### src/rtl/spi2_pkg.sv
// spi2_pkg: word width, command opcodes and word type shared across the spi2 link.
package spi2_pkg;
  localparam int SPI2_WORD_W = 16;
  localparam logic [7:0] CMD_REG_RD = 8'h80;
  localparam logic [15:0] CMD_MEM_RD = 16'hC000;
  localparam logic [15:0] CMD_MEM_WR = 16'hC100;
  localparam logic [15:0] CMD_BURST = 16'hD000;
  localparam logic [15:0] CMD_MIX_RD = 16'h9000;
  localparam logic [15:0] CMD_MIX_WR = 16'h9100;
  localparam logic [15:0] CMD_RUN = 16'h1001;
  typedef logic [SPI2_WORD_W-1:0] spi2_word_t;
endpackage

### src/rtl/spi2_sync_edge.sv
// spi2_sync_edge: multi-flop synchroniser with one history flop; tgl marks a change of q.
module spi2_sync_edge #(
  parameter int STAGES = 2,
  parameter logic RST_VAL = 1'b0
) (
  input logic clk,
  input logic rst,
  input logic d,
  output logic q,
  output logic tgl
);
  logic [STAGES:0] s;
  always_ff @(posedge clk)
    s <= rst ? {(STAGES + 1){RST_VAL}} : {s[STAGES-1:0], d};
  assign q = s[STAGES-1];
  assign tgl = s[STAGES] ^ s[STAGES-1];
endmodule

### src/rtl/spi2_slave_u16.sv
// spi2_slave_u16: oversampled SPI responder, MSB-first RX / LSB-first TX words.
// Define SPI2_RX_FIFO_EN to replace the single RX holding register with a FIFO.
import spi2_pkg::*;
module spi2_slave_u16 #(
  parameter int WORD_W = SPI2_WORD_W,
  parameter int SYNC_STAGES = 2,
  parameter int RX_FIFO_DEPTH = 4
) (
  input logic clk,
  input logic rst,
  input logic spi_sck,
  input logic spi_cs,
  input logic spi_mosi,
  output logic spi_miso,
  output logic [WORD_W-1:0] rx_data,
  output logic rx_valid,
  input logic rx_ready,
  input logic [WORD_W-1:0] tx_data,
  input logic tx_valid,
  output logic tx_ready,
  output logic cs_active,
  output logic frame_start,
  output logic frame_end,
  output logic rx_overrun,
  output logic tx_underrun,
  input logic clr_flags
);
  localparam logic [0:0] IDLE = 1'b0;
  localparam logic [0:0] SHIFT = 1'b1;
  localparam int BW = $clog2(WORD_W);
  localparam logic [BW-1:0] LAST = BW'(WORD_W - 1);
  localparam int AW = $clog2(SYNC_STAGES + 2);
  localparam logic [AW-1:0] ARM = AW'(SYNC_STAGES + 1);
  logic [0:0] state;
  logic sck_q, sck_tgl, cs_q, cs_tgl, armed, rise, fall, start, stop, load, pop;
  logic word_done, reload_pend, hold_full, ovr_set;
  logic [AW-1:0] arm_cnt;
  logic [BW-1:0] bit_cnt;
  logic [SYNC_STAGES-1:0] mosi_s;
  logic [WORD_W-1:0] rx_shift, tx_shift, hold_data;
  spi2_sync_edge #(.STAGES(SYNC_STAGES), .RST_VAL(1'b0)) u_sck (
    .clk(clk), .rst(rst), .d(spi_sck), .q(sck_q), .tgl(sck_tgl)
  );
  spi2_sync_edge #(.STAGES(SYNC_STAGES), .RST_VAL(1'b1)) u_cs (
    .clk(clk), .rst(rst), .d(spi_cs), .q(cs_q), .tgl(cs_tgl)
  );
  // cs must be seen high on real samples after reset, so a reset inside a frame is not taken as a new frame
  assign armed = arm_cnt == ARM;
  assign start = state == IDLE && armed && cs_tgl && !cs_q;
  assign stop = state == SHIFT && cs_tgl && cs_q;
  assign rise = state == SHIFT && !cs_q && sck_tgl && sck_q;
  assign fall = state == SHIFT && !cs_q && sck_tgl && !sck_q;
  assign load = start || (fall && reload_pend);
  assign pop = rx_valid && rx_ready;
  assign tx_ready = !hold_full && !load;
  assign cs_active = !cs_q;
  assign spi_miso = state == SHIFT && tx_shift[0];
  always_ff @(posedge clk)
    if (rst) begin
      state <= IDLE;
      arm_cnt <= '0;
      mosi_s <= '0;
      bit_cnt <= '0;
      rx_shift <= '0;
      tx_shift <= '0;
      hold_data <= '0;
      hold_full <= 1'b0;
      word_done <= 1'b0;
      reload_pend <= 1'b0;
      frame_start <= 1'b0;
      frame_end <= 1'b0;
      rx_overrun <= 1'b0;
      tx_underrun <= 1'b0;
    end else begin
      state <= start ? SHIFT : stop ? IDLE : state;
      arm_cnt <= armed ? arm_cnt : cs_q ? arm_cnt + 1'b1 : '0;
      mosi_s <= {mosi_s[SYNC_STAGES-2:0], spi_mosi};
      bit_cnt <= (start || stop) ? '0 : rise ? (bit_cnt == LAST ? '0 : bit_cnt + 1'b1) : bit_cnt;
      rx_shift <= rise ? {rx_shift[WORD_W-2:0], mosi_s[SYNC_STAGES-1]} : rx_shift;
      word_done <= rise && bit_cnt == LAST;
      reload_pend <= (start || stop) ? 1'b0 : (rise && bit_cnt == LAST) ? 1'b1 : load ? 1'b0 : reload_pend;
      tx_shift <= load ? (hold_full ? hold_data : '0) : fall ? tx_shift >> 1 : tx_shift;
      hold_data <= (tx_valid && tx_ready) ? tx_data : hold_data;
      hold_full <= load ? 1'b0 : (tx_valid && tx_ready) ? 1'b1 : hold_full;
      frame_start <= start;
      frame_end <= stop;
      rx_overrun <= clr_flags ? 1'b0 : rx_overrun || ovr_set;
      tx_underrun <= clr_flags ? 1'b0 : tx_underrun || (load && !hold_full);
    end
`ifdef SPI2_RX_FIFO_EN
  localparam int PW = $clog2(RX_FIFO_DEPTH);
  logic [WORD_W-1:0] mem [RX_FIFO_DEPTH];
  logic [PW-1:0] wp, rp;
  logic [PW:0] cnt;
  logic full, wr;
  assign full = cnt == (PW + 1)'(RX_FIFO_DEPTH);
  assign wr = word_done && (!full || pop);
  assign ovr_set = word_done && full && !pop;
  assign rx_valid = cnt != '0;
  assign rx_data = rx_valid ? mem[rp] : '0;
  always_ff @(posedge clk)
    if (wr) mem[wp] <= rx_shift;
  always_ff @(posedge clk)
    if (rst) begin
      wp <= '0;
      rp <= '0;
      cnt <= '0;
    end else begin
      wp <= wr ? wp + 1'b1 : wp;
      rp <= pop ? rp + 1'b1 : rp;
      cnt <= cnt + (PW + 1)'(wr) - (PW + 1)'(pop);
    end
`else
  // a pop in the same cycle frees the register for the arriving word
  assign ovr_set = word_done && rx_valid && !rx_ready;
  always_ff @(posedge clk)
    if (rst) begin
      rx_valid <= 1'b0;
      rx_data <= '0;
    end else if (word_done && (!rx_valid || pop)) begin
      rx_valid <= 1'b1;
      rx_data <= rx_shift;
    end else if (pop) rx_valid <= 1'b0;
`endif
endmodule
### config.mk
export PLATFORM = sky130hd
export DESIGN_NAME = spi2_slave_u16
export DESIGN_NICKNAME = d
export VERILOG_FILES = /design/src/rtl/spi2_pkg.sv /design/src/rtl/spi2_sync_edge.sv /design/src/rtl/spi2_slave_u16.sv
export SDC_FILE = /design/constraint.sdc
export NUM_CORES = 1
export LEC_CHECK = 0
export CAP_MARGIN = 10
export CORE_MARGIN = 2
export CORE_UTILIZATION = 25
export CTS_CLUSTER_DIAMETER = 200
export DETAILED_ROUTE_END_ITERATION = 8
export SKIP_CTS_REPAIR_TIMING = 1
export SLEW_MARGIN = 20
export SYNTH_ARGS = -nofsm -noshare
export SYNTH_HDL_FRONTEND = slang
export SYNTH_SLANG_ARGS = --single-unit
### constraint.sdc
create_clock -name clk -period 2.7 [get_ports clk]
set_input_delay 0.405 -clock clk [delete_from_list [all_inputs] [get_ports clk]]
set_output_delay 0.405 -clock clk [all_outputs]
set_load 0.02 [all_outputs]
==> results of run 1 <==
## placed cells by master, fill, tap and decap left out, drive strengths merged, types with 4 or more instances in the layout
cell type and instances:
nor2b 7, a311oi 15, clkdlybuf4s50 45, clkbuf 11, a21oi 42, nor2 44, dfxtp 87, nand2 88
nor3 5, or2 4, o211ai 15, buf 9, mux2i 16
## worst reg2reg max path: cells and delay by family (launching register included)
family	cells	cell delay, ns
AO/OA/AOI/OAI	1	0.30
adder cells (fa/ha/maj)	1	0.24
buffers and inverters	1	0.27
flip-flops	1	0.34
AND/OR/NAND/NOR	3	0.93
## area by class of cell
cell class | count | area [um2] | area share, %
multi-input combinational | 257 | 1410 | 33.5
clock inverter | 4 | 70.1 | 1.66
tap | 172 | 215 | 5.10
timing repair buffer | 55 | 528 | 12.5
sequential | 87 | 1740 | 41.2
inverter | 3 | 11.3 | 0.267
clock buffer | 11 | 243 | 5.75
## synth_stat cells (2+ instances only)
| library cell | number |
|---|---|
| nor3_1 | 5 |
| mux2i_1 | 16 |
| ha_1 | 2 |
| a311oi_1 | 15 |
| nand2_1 | 88 |
| buf_1 | 5 |
| a21oi_1 | 42 |
| or3_1 | 2 |
| o211ai_1 | 15 |
| o21ai_0 | 2 |
| dfxtp_1 | 87 |
| nor2b_1 | 7 |
| inv_1 | 3 |
| or2_2 | 4 |
| clkbuf_1 | 21 |
| nor2_1 | 43 |
## logic make-up (layout without fill, tap and decap cells)
logic type,count (synthesis),in the layout
adder cells (fa/ha/maj),2,2
multiplexers,16,16
buffers and inverters,32,73
flip-flops,87,87
AO/OA/AOI/OAI,78,78
AND/OR/NAND/NOR,160,160
XOR/XNOR,1,1
## report_power, final
part           internal (W)  switching [W]  total (W)
clock network      0.000827       0.000468    0.00130
registers           0.00131      0.0000149    0.00133
logic             0.0000697      0.0000659   0.000136
total               0.00221       0.000549    0.00276
## metal layers
layer / up-vias / global-route usage (%) / routed length, um
li1: 1354 / - / -
met1: 1218 / 12.1 / 3160
met2: 42 / 18.4 / 3390
met3: 8 / 3.47 / 306
met4: 0 / 4.24 / 86
met5: - / 0 / 0
## final timing paths
| path | to | slack, ns | cells after the start |
|---|---|---|---|
| worst max-delay path | tx_ready | 0.37 | 6 |
| worst min-delay path | state | 0.35 | 2 |
| worst max register to register | tx_shift[7] | 0.52 | 6 |
| worst min register to register | u_cs.s[1] | 0.41 | 1 |
## through the flow
step / cells / setup slack, ns / total power [W] / hold slack (ns) / area [um2]
global placement: 574 / 0.380 / 0.00149 / 0.412 / 3910
finish: 589 / 0.369 / 0.00276 / 0.347 / 4220
CTS: 589 / -0.0461 / 0.00281 / 0.336 / 4220
floorplan: 376 / 0.634 / 0.00143 / 0.389 / 3290
global route: 589 / 0.272 / 0.00286 / 0.371 / 4220
detailed placement: 574 / 0.341 / 0.00149 / 0.402 / 3910
## registers in the layout (all words and copies together), names as in the netlist
| register | count |
|---|---|
| u_cs.s | 3 |
| reload_pend | 1 |
| mosi_s | 2 |
| rx_shift | 16 |
| tx_shift | 16 |
| bit_cnt | 4 |
| rx_overrun | 1 |
| frame_start | 1 |
| hold_data | 16 |
| rx_data | 16 |
| state | 1 |
| word_done | 1 |
| u_sck.s | 3 |
| arm_cnt | 2 |
| frame_end | 1 |
| tx_underrun | 1 |
| rx_valid | 1 |
| hold_full | 1 |
==> impl_metrics.py, run 1 <==
metrics = {
    "layout": {
        "syn_to_final_growth_pct": 28.2,
        "fin_util_pct": 33.2,
        "num_antenna_cells": 0,
        "drive_gt1_share_pct": 7.67,
        "n_fill_cell": 1375,
        "nets": 439,
    },
    "critical_path": {
        "path_buf_inv": 1,
        "cpPeakStageDelay_ns": 0.32,
        "end_kind": "output port",
        "timing.rr.start": "arm_cnt[0]",
        "startpoint_type": "register",
        "cp_top_family": "simple AND/OR/NAND/NOR gates",
        "crit_type": "reg2out",
        "path_cells": "ha_1 > and4bb_1 > nor2_1 > nor2_1 > nor2_1 > dlymetal6s2s_1",
        "slowest_stage": "dfxtp_1",
        "critPathRequiredTime_ns": 2.30,
        "cpMostUsedCell": "nor2_1",
        "startpoint": "arm_cnt[0]",
        "arrival_ns": 1.93,
        "crit_fanout": 6,
    },
    "flow_run": {
        "cap_violations": 0,
    },
    "synthesis": {
        "synth_compound_area_share_pct": 15.8,
        "synth_flop_cell": "dfxtp_1",
        "synth_adder_area_share_pct": 0.760,
        "yosysTopAreaCell": "dfxtp_1",
        "netlist_area_mm2": 0.00329,
        "ys_types": 35,
        "synthMuxAreaShare_pct": 4.86,
        "synth_nets": 402,
        "ys_top_cells_by_area": "dfxtp_1, nand2_1, a21oi_1",
        "syn_inst": 376,
        "synth_warnings": 0,
        "synthXorXnorAreaFrac_pct": 0.266,
        "synth-edff-count": 0,
        "async_flop_share_pct": 0,
        "synthSimpleGateAreaFrac_pct": 21.2,
        "synth_top_area_share_pct": 52.9,
        "seq_area_frac_synth_pct": 52.9,
        "synth_top_family_by_area": "simple AND/OR/NAND/NOR gates",
        "ys_seq_elements": 87,
        "avgSynthCellArea_um2": 8.76,
    },
    "hold_path": {
        "hold_path.class": "in2reg",
        "worstHoldStart": "rst",
    },
    "sta": {
        "setup_tns_ns": 0,
        "setup_viol": 0,
        "clock.fmax_mhz": 429,
        "drv_slew": 0,
        "finClkSkew_ns": 0.00570,
        "max-slew-margin-rel_pct": 57.6,
        "rsz0062_at_grt": "false",
        "period_share_pct": 86.3,
        "report.final.hold_viol_count": 0,
        "finalCriticalPeriod_ns": 2.33,
        "tightest_slew_ns": 0.636,
    },
    "placement": {
        "port_buffers": 47,
        "routabilityCongestion": 0.743,
        "hpwl_um": 4760,
    },
    "route": {
        "drc_errors": 0,
        "drt_iter0_markers": 123,
        "firstDrtPassIters": 4,
        "avgViaCountPerCell": 4.45,
        "drt.antenna.violating_nets": 0,
        "wl_per_cell_um": 11.8,
        "routed_wl_um": 6940,
        "vias": 2622,
    },
    "clocking": {
        "clk_latency_ns": 0.33,
        "clkTransAtPathRegs_ns": 0.06,
        "cts_buffer_depth": 2,
        "cts_tree": "yes",
        "cts_sinks": 87,
        "htree_num_levels": 3,
        "numCtsBuffers": 9,
        "cts-root-buf": "clkbuf_16",
    },
    "die": {
        "rows": 41,
        "die_h_um": 119,
        "ios": 48,
        "dieWidth_um": 119,
        "die_area_mm2": 0.0141,
        "core_area_mm2": 0.0127,
        "start_util_pct": 25.9,
    },
    "global_route": {
        "grt_max_degree": 42,
        "grt_pass1_vias": 2576,
        "grt_pass1_wl_um": 12100,
        "gr-total-overflow": 0,
        "antenna_found_initial": 0,
        "track_usage_pct": 10.6,
    },
    "power_and_ir_drop": {
        "power_leakage_nw": 1.42,
        "p_per_area_mw_per_mm2": 653,
        "max-vdd-ir-drop_mv": 0.370,
    },
    "outcome": {
        "status": "finished clean",
    },
}
(Power assumes the default switching activity.)
==> run 2, diff against run 1 <==
--- a/config.mk
+++ b/config.mk
@@ -9,6 +9,7 @@
 export CORE_MARGIN = 2
 export CORE_UTILIZATION = 25
 export CTS_CLUSTER_DIAMETER = 200
+export CTS_CLUSTER_SIZE = 24
 export DETAILED_ROUTE_END_ITERATION = 8
 export SKIP_CTS_REPAIR_TIMING = 1
 export SLEW_MARGIN = 20
==> results of run 2 <==
Same layout as run 1: the final DEF is identical, and so are final timing and power.
